### src/rtl/fetch_stage_pkg.sv
// rtl/fetch_stage_pkg.sv - shared pipeline word width, encodings and fetch FSM states
package fetch_stage_pkg;

  localparam int WORD_W = 16;
  typedef logic [WORD_W-1:0] word_t;

  localparam word_t NOP_ENC  = 16'h0800;
  localparam word_t HALT_ENC = 16'h0000;

  typedef enum logic [1:0] {
    ST_FETCH  = 2'd0,
    ST_WAIT   = 2'd1,
    ST_HALTED = 2'd2
  } fetch_state_e;

  // Sequential PC step; 16-bit modulo by construction.
  function automatic word_t pc_plus2(input word_t pc);
    return pc + word_t'(2);
  endfunction

endpackage

### src/rtl/if_id_reg.sv
// rtl/if_id_reg.sv - IF/ID pipeline register with write-enable, flush-to-bubble and valid
module if_id_reg
  import fetch_stage_pkg::*;
#(
  parameter logic [WORD_W-1:0] NOP_INSTR = NOP_ENC
) (
  input  logic              clk,
  input  logic              rst_n,
  input  logic              we_i,
  input  logic              flush_i,
  input  logic [WORD_W-1:0] instr_i,
  input  logic [WORD_W-1:0] pcplus2_i,
  input  logic              valid_i,
  output logic [WORD_W-1:0] instr_o,
  output logic [WORD_W-1:0] pcplus2_o,
  output logic              valid_o
);

  logic [WORD_W-1:0] instr_q;
  logic [WORD_W-1:0] pcplus2_q;
  logic              valid_q;

  // Flush wins over write; neither asserted means hold.
  always_ff @(posedge clk or negedge rst_n) begin
    if (!rst_n) begin
      instr_q   <= NOP_INSTR;
      pcplus2_q <= '0;
      valid_q   <= 1'b0;
    end else if (flush_i) begin
      instr_q   <= NOP_INSTR;
      valid_q   <= 1'b0;
    end else if (we_i) begin
      instr_q   <= instr_i;
      pcplus2_q <= pcplus2_i;
      valid_q   <= valid_i;
    end
  end

  assign instr_o   = instr_q;
  assign pcplus2_o = pcplus2_q;
  assign valid_o   = valid_q;

endmodule

### src/rtl/fetch_stage.sv
// rtl/fetch_stage.sv - instruction fetch: PC, memory handshake FSM, stall hold buffer, redirect and halt
module fetch_stage
  import fetch_stage_pkg::*;
#(
  parameter logic [WORD_W-1:0] RESET_PC   = 16'h0000,
  parameter logic [WORD_W-1:0] NOP_INSTR  = NOP_ENC,
  parameter logic [WORD_W-1:0] HALT_INSTR = HALT_ENC
) (
  input  logic              clk,
  input  logic              rst_n,
  input  logic              stall_in,
  input  logic              branch_taken_in,
  input  logic [WORD_W-1:0] branch_target_in,
  output logic [WORD_W-1:0] imem_addr_out,
  output logic              imem_rd_out,
  input  logic [WORD_W-1:0] imem_data_in,
  input  logic              imem_done_in,
  output logic [WORD_W-1:0] IF_ID_instr_out,
  output logic [WORD_W-1:0] IF_ID_PCplus2_out,
  output logic              IF_ID_valid_out,
  output logic              halt_out,
  output logic              fetch_busy_out
);

  fetch_state_e      state_q, state_d;
  logic [WORD_W-1:0] pc_q, pc_d;
  logic              buf_valid_q, buf_valid_d;
  logic [WORD_W-1:0] buf_data_q, buf_data_d;
  logic              drop_q, drop_d;

  logic              fetch_active;
  logic              mem_done;
  logic              ifid_we;
  logic              ifid_flush;
  logic [WORD_W-1:0] ifid_instr;

  // A full hold buffer already owns the next word, so no new read is issued.
  assign fetch_active = (state_q != ST_HALTED) && !buf_valid_q;
  assign mem_done     = imem_done_in && fetch_active;

  always_ff @(posedge clk or negedge rst_n) begin
    if (!rst_n) begin
      state_q     <= ST_FETCH;
      pc_q        <= RESET_PC;
      buf_valid_q <= 1'b0;
      buf_data_q  <= '0;
      drop_q      <= 1'b0;
    end else begin
      state_q     <= state_d;
      pc_q        <= pc_d;
      buf_valid_q <= buf_valid_d;
      buf_data_q  <= buf_data_d;
      drop_q      <= drop_d;
    end
  end

  always_comb begin
    state_d     = state_q;
    pc_d        = pc_q;
    buf_valid_d = buf_valid_q;
    buf_data_d  = buf_data_q;
    drop_d      = drop_q;
    ifid_we     = 1'b0;
    ifid_flush  = 1'b0;
    ifid_instr  = imem_data_in;

    if (branch_taken_in) begin
      pc_d        = branch_target_in;
      ifid_flush  = 1'b1;
      buf_valid_d = 1'b0;
      state_d     = ST_FETCH;
      // A read still in flight will return a stale word; remember to discard it.
      drop_d      = (drop_q || (state_q == ST_WAIT)) && !imem_done_in;
    end else if (drop_q && mem_done) begin
      drop_d     = 1'b0;
      state_d    = ST_FETCH;
      ifid_flush = !stall_in;
    end else if (stall_in) begin
      if (mem_done) begin
        buf_valid_d = 1'b1;
        buf_data_d  = imem_data_in;
        state_d     = ST_FETCH;
      end else if ((state_q == ST_FETCH) && fetch_active) begin
        state_d = ST_WAIT;
      end
    end else if (buf_valid_q || mem_done) begin
      ifid_instr  = buf_valid_q ? buf_data_q : imem_data_in;
      ifid_we     = 1'b1;
      pc_d        = pc_plus2(pc_q);
      buf_valid_d = 1'b0;
      state_d     = (ifid_instr == HALT_INSTR) ? ST_HALTED : ST_FETCH;
    end else begin
      ifid_flush = 1'b1;
      if (state_q == ST_FETCH) begin
        state_d = ST_WAIT;
      end
    end
  end

  if_id_reg #(
    .NOP_INSTR (NOP_INSTR)
  ) u_if_id (
    .clk       (clk),
    .rst_n     (rst_n),
    .we_i      (ifid_we),
    .flush_i   (ifid_flush),
    .instr_i   (ifid_instr),
    .pcplus2_i (pc_plus2(pc_q)),
    .valid_i   (1'b1),
    .instr_o   (IF_ID_instr_out),
    .pcplus2_o (IF_ID_PCplus2_out),
    .valid_o   (IF_ID_valid_out)
  );

  assign imem_addr_out  = pc_q;
  assign imem_rd_out    = rst_n && fetch_active;
  assign halt_out       = (state_q == ST_HALTED);
  assign fetch_busy_out = (state_q == ST_WAIT);

endmodule

### config.mk
export PLATFORM = sky130hd
export DESIGN_NAME = fetch_stage
export DESIGN_NICKNAME = d
export VERILOG_FILES = /design/src/rtl/fetch_stage_pkg.sv /design/src/rtl/if_id_reg.sv /design/src/rtl/fetch_stage.sv
export SDC_FILE = /design/constraint.sdc
export NUM_CORES = 1
export LEC_CHECK = 0
export CAP_MARGIN = 20
export CORE_MARGIN = 2
export CORE_UTILIZATION = 54
export CTS_CLUSTER_SIZE = 28
export DETAILED_ROUTE_END_ITERATION = 10
export HOLD_SLACK_MARGIN = 0.06
export PLACE_DENSITY = 0.86
export SLEW_MARGIN = 20
export SYNTH_ARGS = -nofsm -noshare
export SYNTH_HDL_FRONTEND = slang
export SYNTH_HIERARCHICAL = 1
export SYNTH_SLANG_ARGS = --single-unit
### constraint.sdc
create_clock -name clk -period 6.3 [get_ports clk]
set_input_delay 1.26 -clock clk [delete_from_list [all_inputs] [get_ports clk]]
set_output_delay 1.26 -clock clk [all_outputs]
set_load 0.05 [all_outputs]
==> impl_results.md <==
* Outcome: finished clean
* Final setup vio count at 0
* Clock buffer depth at 2
* Hold_ws at 0.509 ns
* Logic pwr share at 36.6%
* Crit path kind: input port to register
* Register area share after synthesis at 47.3%
* Maximum VDD drop at 149 µV
* Final hold vios at 0
* GRT met2 Usage at 39.7%
* Die Wd at 86.3 µm
* Met3 GRT Util at 4.86%
* Clock share of power at 21.6%
* Syn Area/Cell at 11.2 µm²
* Layout net count at 446
* R2R depth at 6
* Worst setup SP type: input port
* Grt met1 use at 30.9%
* Post-synth top area cell: dfrtp_1
* Cells after Synth at 327
* Post-CTS setup buffer count at 0
* Core Area at 6460 µm²
* Grt total ovfl at 0
* Antenna viol nets, final at 0
* Flops & latches, synth at 69
* Sequential share of power at 41.8%
* Post-CTS Hold Fix Bufs at 0
* Initial antenna violation count at 0
* CP Data Required Time at 6.53 ns
* RSZ-0062 raised after global routing: no
* Fin crit share at 66.7%
* YS warnings at 6
* Core Rows at 29
* GRT Util Overall at 24.0%
* # diodes at 0
* Post_cts resized at 0
* Clock skew at 0.00862 ns
* Final Critical Period at 4.20 ns
* Worst Min Path Start: u_if_id/pcplus2_o[2]$_DFFE_PN0P_
* Slew headroom at 42.1%
* Dpl hpwl at 6.02 mm
* Io pins at 89
* Starting Density at 56.6%
* Drt first pass iters at 5
* RD Place Congestion at 0.802
* Leak pwr at 1.87 nW
* Clock tree from TritonCTS: built
* Drt total wl at 8.66 mm
* Max Cap Viol at 0
* Switch Pwr at 0.539 mW
* Syn nets at 365
* CTS HTree Levels at 3
* Pint at 0.870 mW
* Clock Sinks at 69
* Post-synth top area share at 46.6%
* Slew @ Worst Pin at 0.869 ns
* Crit path max fanout at 26
* Reg2Reg Setup Slack at 3.79 ns
* Cell variety after synth at 58
* Largest net degree at the start of global routing at 70
* Final-report max-slew violation count at 0
* Pwr/cell area at 301 nW/µm²
* Post-synth ARST share at 100%
* Layout Area Growth over Synthesis at 28.1%
* I/O Buffers at 88
* Cts bufs inserted at 9
* Setup TNS at 0 ns
* First-pass GRT wire length at 13.9 mm
* Sw Ratio at 38.2%
* WL/cell at 17.7 µm
* Clk_lat worst skew at 0.35 ns
* Number of synthesized flops with an enable pin at 0
* WHS Endpoint: u_if_id/pcplus2_o[2]$_DFFE_PN0P_
* RR Startpoint: drop_q$_DFFE_PN0P_
* Number of global-route vias before repair at 2812
* Cell Area, Synth at 3650 µm²
* Fin util at 72.5%
* Clk slew on worst S/H paths at 0.07 ns
* Primary FF master, synth: dfrtp_1
* Worst Path Arrival at 4.43 ns
* Residual DRC at 0
* Root Driver: clkbuf_8
* Vias at 2914
* HP Class: register to register
* Most used routing layer: met2
* Achievable Freq at 0.238 GHz
* Vias/cell at 5.97
* Setup crit end kind: register
* Layout cells sized above 1 at 19.7%
* DIE HEIGHT at 86.3 µm
* RR Endpoint: u_if_id/pcplus2_o[3]$_DFFE_PN0P_
* First-iteration detailed-routing DRC count at 179
* Die area at 7440 µm²
* Synth area leaders: dfrtp_1, mux2_2, mux2i_1
* Cells on Worst Hold Path at 1
[area by class of cell]
class	count	area, µm²
Fill cell	469	1780
Multi-Input combinational cell	225	1760
Sequential cell	69	1730
Timing Repair Buffer	92	906
Clock buffer	9	124
Tap cell	77	96.3
Inverter	11	41.3
Clock inverter	5	30.0
[through the flow]
stage	power (mW)	instances	setup WS [ns]	area [µm²]
finish	1.41	488	2.10	4680
global route	1.47	488	1.88	4680
CTS	1.41	488	2.16	4680
detailed placement	1.11	474	1.82	4530
global placement	1.10	474	1.88	4530
floorplan	0.930	327	3.37	3650
[worst max-delay path by stage]
stage,startpoint,to,slack [ns],cells after the start
2_1_floorplan,imem_done_in,u_if_id/pcplus2_o[10]$_DFFE_PN0P_,3.37,9
3_3_place_gp,branch_taken_in,u_if_id/instr_o[11]$_DFFE_PN1P_,1.88,5
3_5_place_dp,branch_taken_in,u_if_id/instr_o[9]$_DFFE_PN0P_,1.82,6
4_1_cts,branch_taken_in,u_if_id/instr_o[9]$_DFFE_PN0P_,2.16,6
5_1_grt,branch_taken_in,u_if_id/instr_o[10]$_DFFE_PN0P_,1.88,6
6_report,branch_taken_in,u_if_id/instr_o[10]$_DFFE_PN0P_,2.10,6
[placed cells by master (no fill, tap or decap), drive strengths merged, types with 5 or more instances in the layout]
cell and instances:
nand4 6, nor2 35, or4 6, a31oi 13, mux2 49, clkbuf 9
mux2i 16, nor3 7, buf 5, nand3 11, nor4 9, o31ai 7
xnor2 10, dfrtp 68, inv 10, clkdlybuf4s50 87, nand2 10
[state kept, by name, summed over array words and instances (netlist names)]
register / flops
u_if_id/pcplus2_o: 16
buf_valid_q: 1
imem_addr_out: 16
state_q: 2
u_if_id/valid_o: 1
buf_data_q: 16
drop_q: 1
u_if_id/instr_o: 16
[metal layers]
layer	wire length, µm	part of all wire, %	up-vias
met2	4280	49	118
met1	3660	42	1435
li1	-	-	1344
met4	186	2.1	0
met3	535	6.2	17
met5	0	0	-
[cell families (layout without fill, tap and decap cells)]
family	Yosys count	after routing	synth area share [%]
compound gates	41	41	8.01
xor+xnor	13	13	3.12
fa+ha+maj	1	1	0.342
buf+inv	33	117	4.79
flops	69	69	47.3
mux	65	65	20.5
other cells	1	1	0.103
simple gates	104	104	15.9
[critical path, stage by stage]
cell             delay, ns
clkdlybuf4s50_1       1.00
clkinv_1              0.80
and3_1                0.72
mux2_2                0.39
mux2i_1               0.17
nor2_1                0.07
[power groups by stage]
stage               clock, mW  combinational [mW]  sequential, mW
floorplan                   0               0.163           0.767
global route            0.327               0.540           0.600
finish                  0.304               0.516           0.589
CTS                     0.305               0.519           0.590
global placement            0               0.508           0.592
detailed placement          0               0.518           0.597
[cells in the mapped netlist (2+ instances only)]
cell,number
clkbuf_1,9
mux2_2,39
nand2_1,10
xor2_1,3
a211o_1,2
buf_2,4
mux2_4,10
dfrtp_1,68
nor2_1,35
xnor2_1,10
nor4_1,8
nand4b_1,3
o31ai_1,7
or4_2,2
and4_1,2
mux2i_1,16
o21ai_0,4
a21oi_1,2
or4_1,4
nor2b_1,3
buf_6,2
buf_4,4
nand4_1,5
nor3_1,7
nand3_1,10
and3_1,3
buf_1,2
o41ai_1,2
a31oi_1,13
inv_1,10
Power figures use the tool's default switching activity.
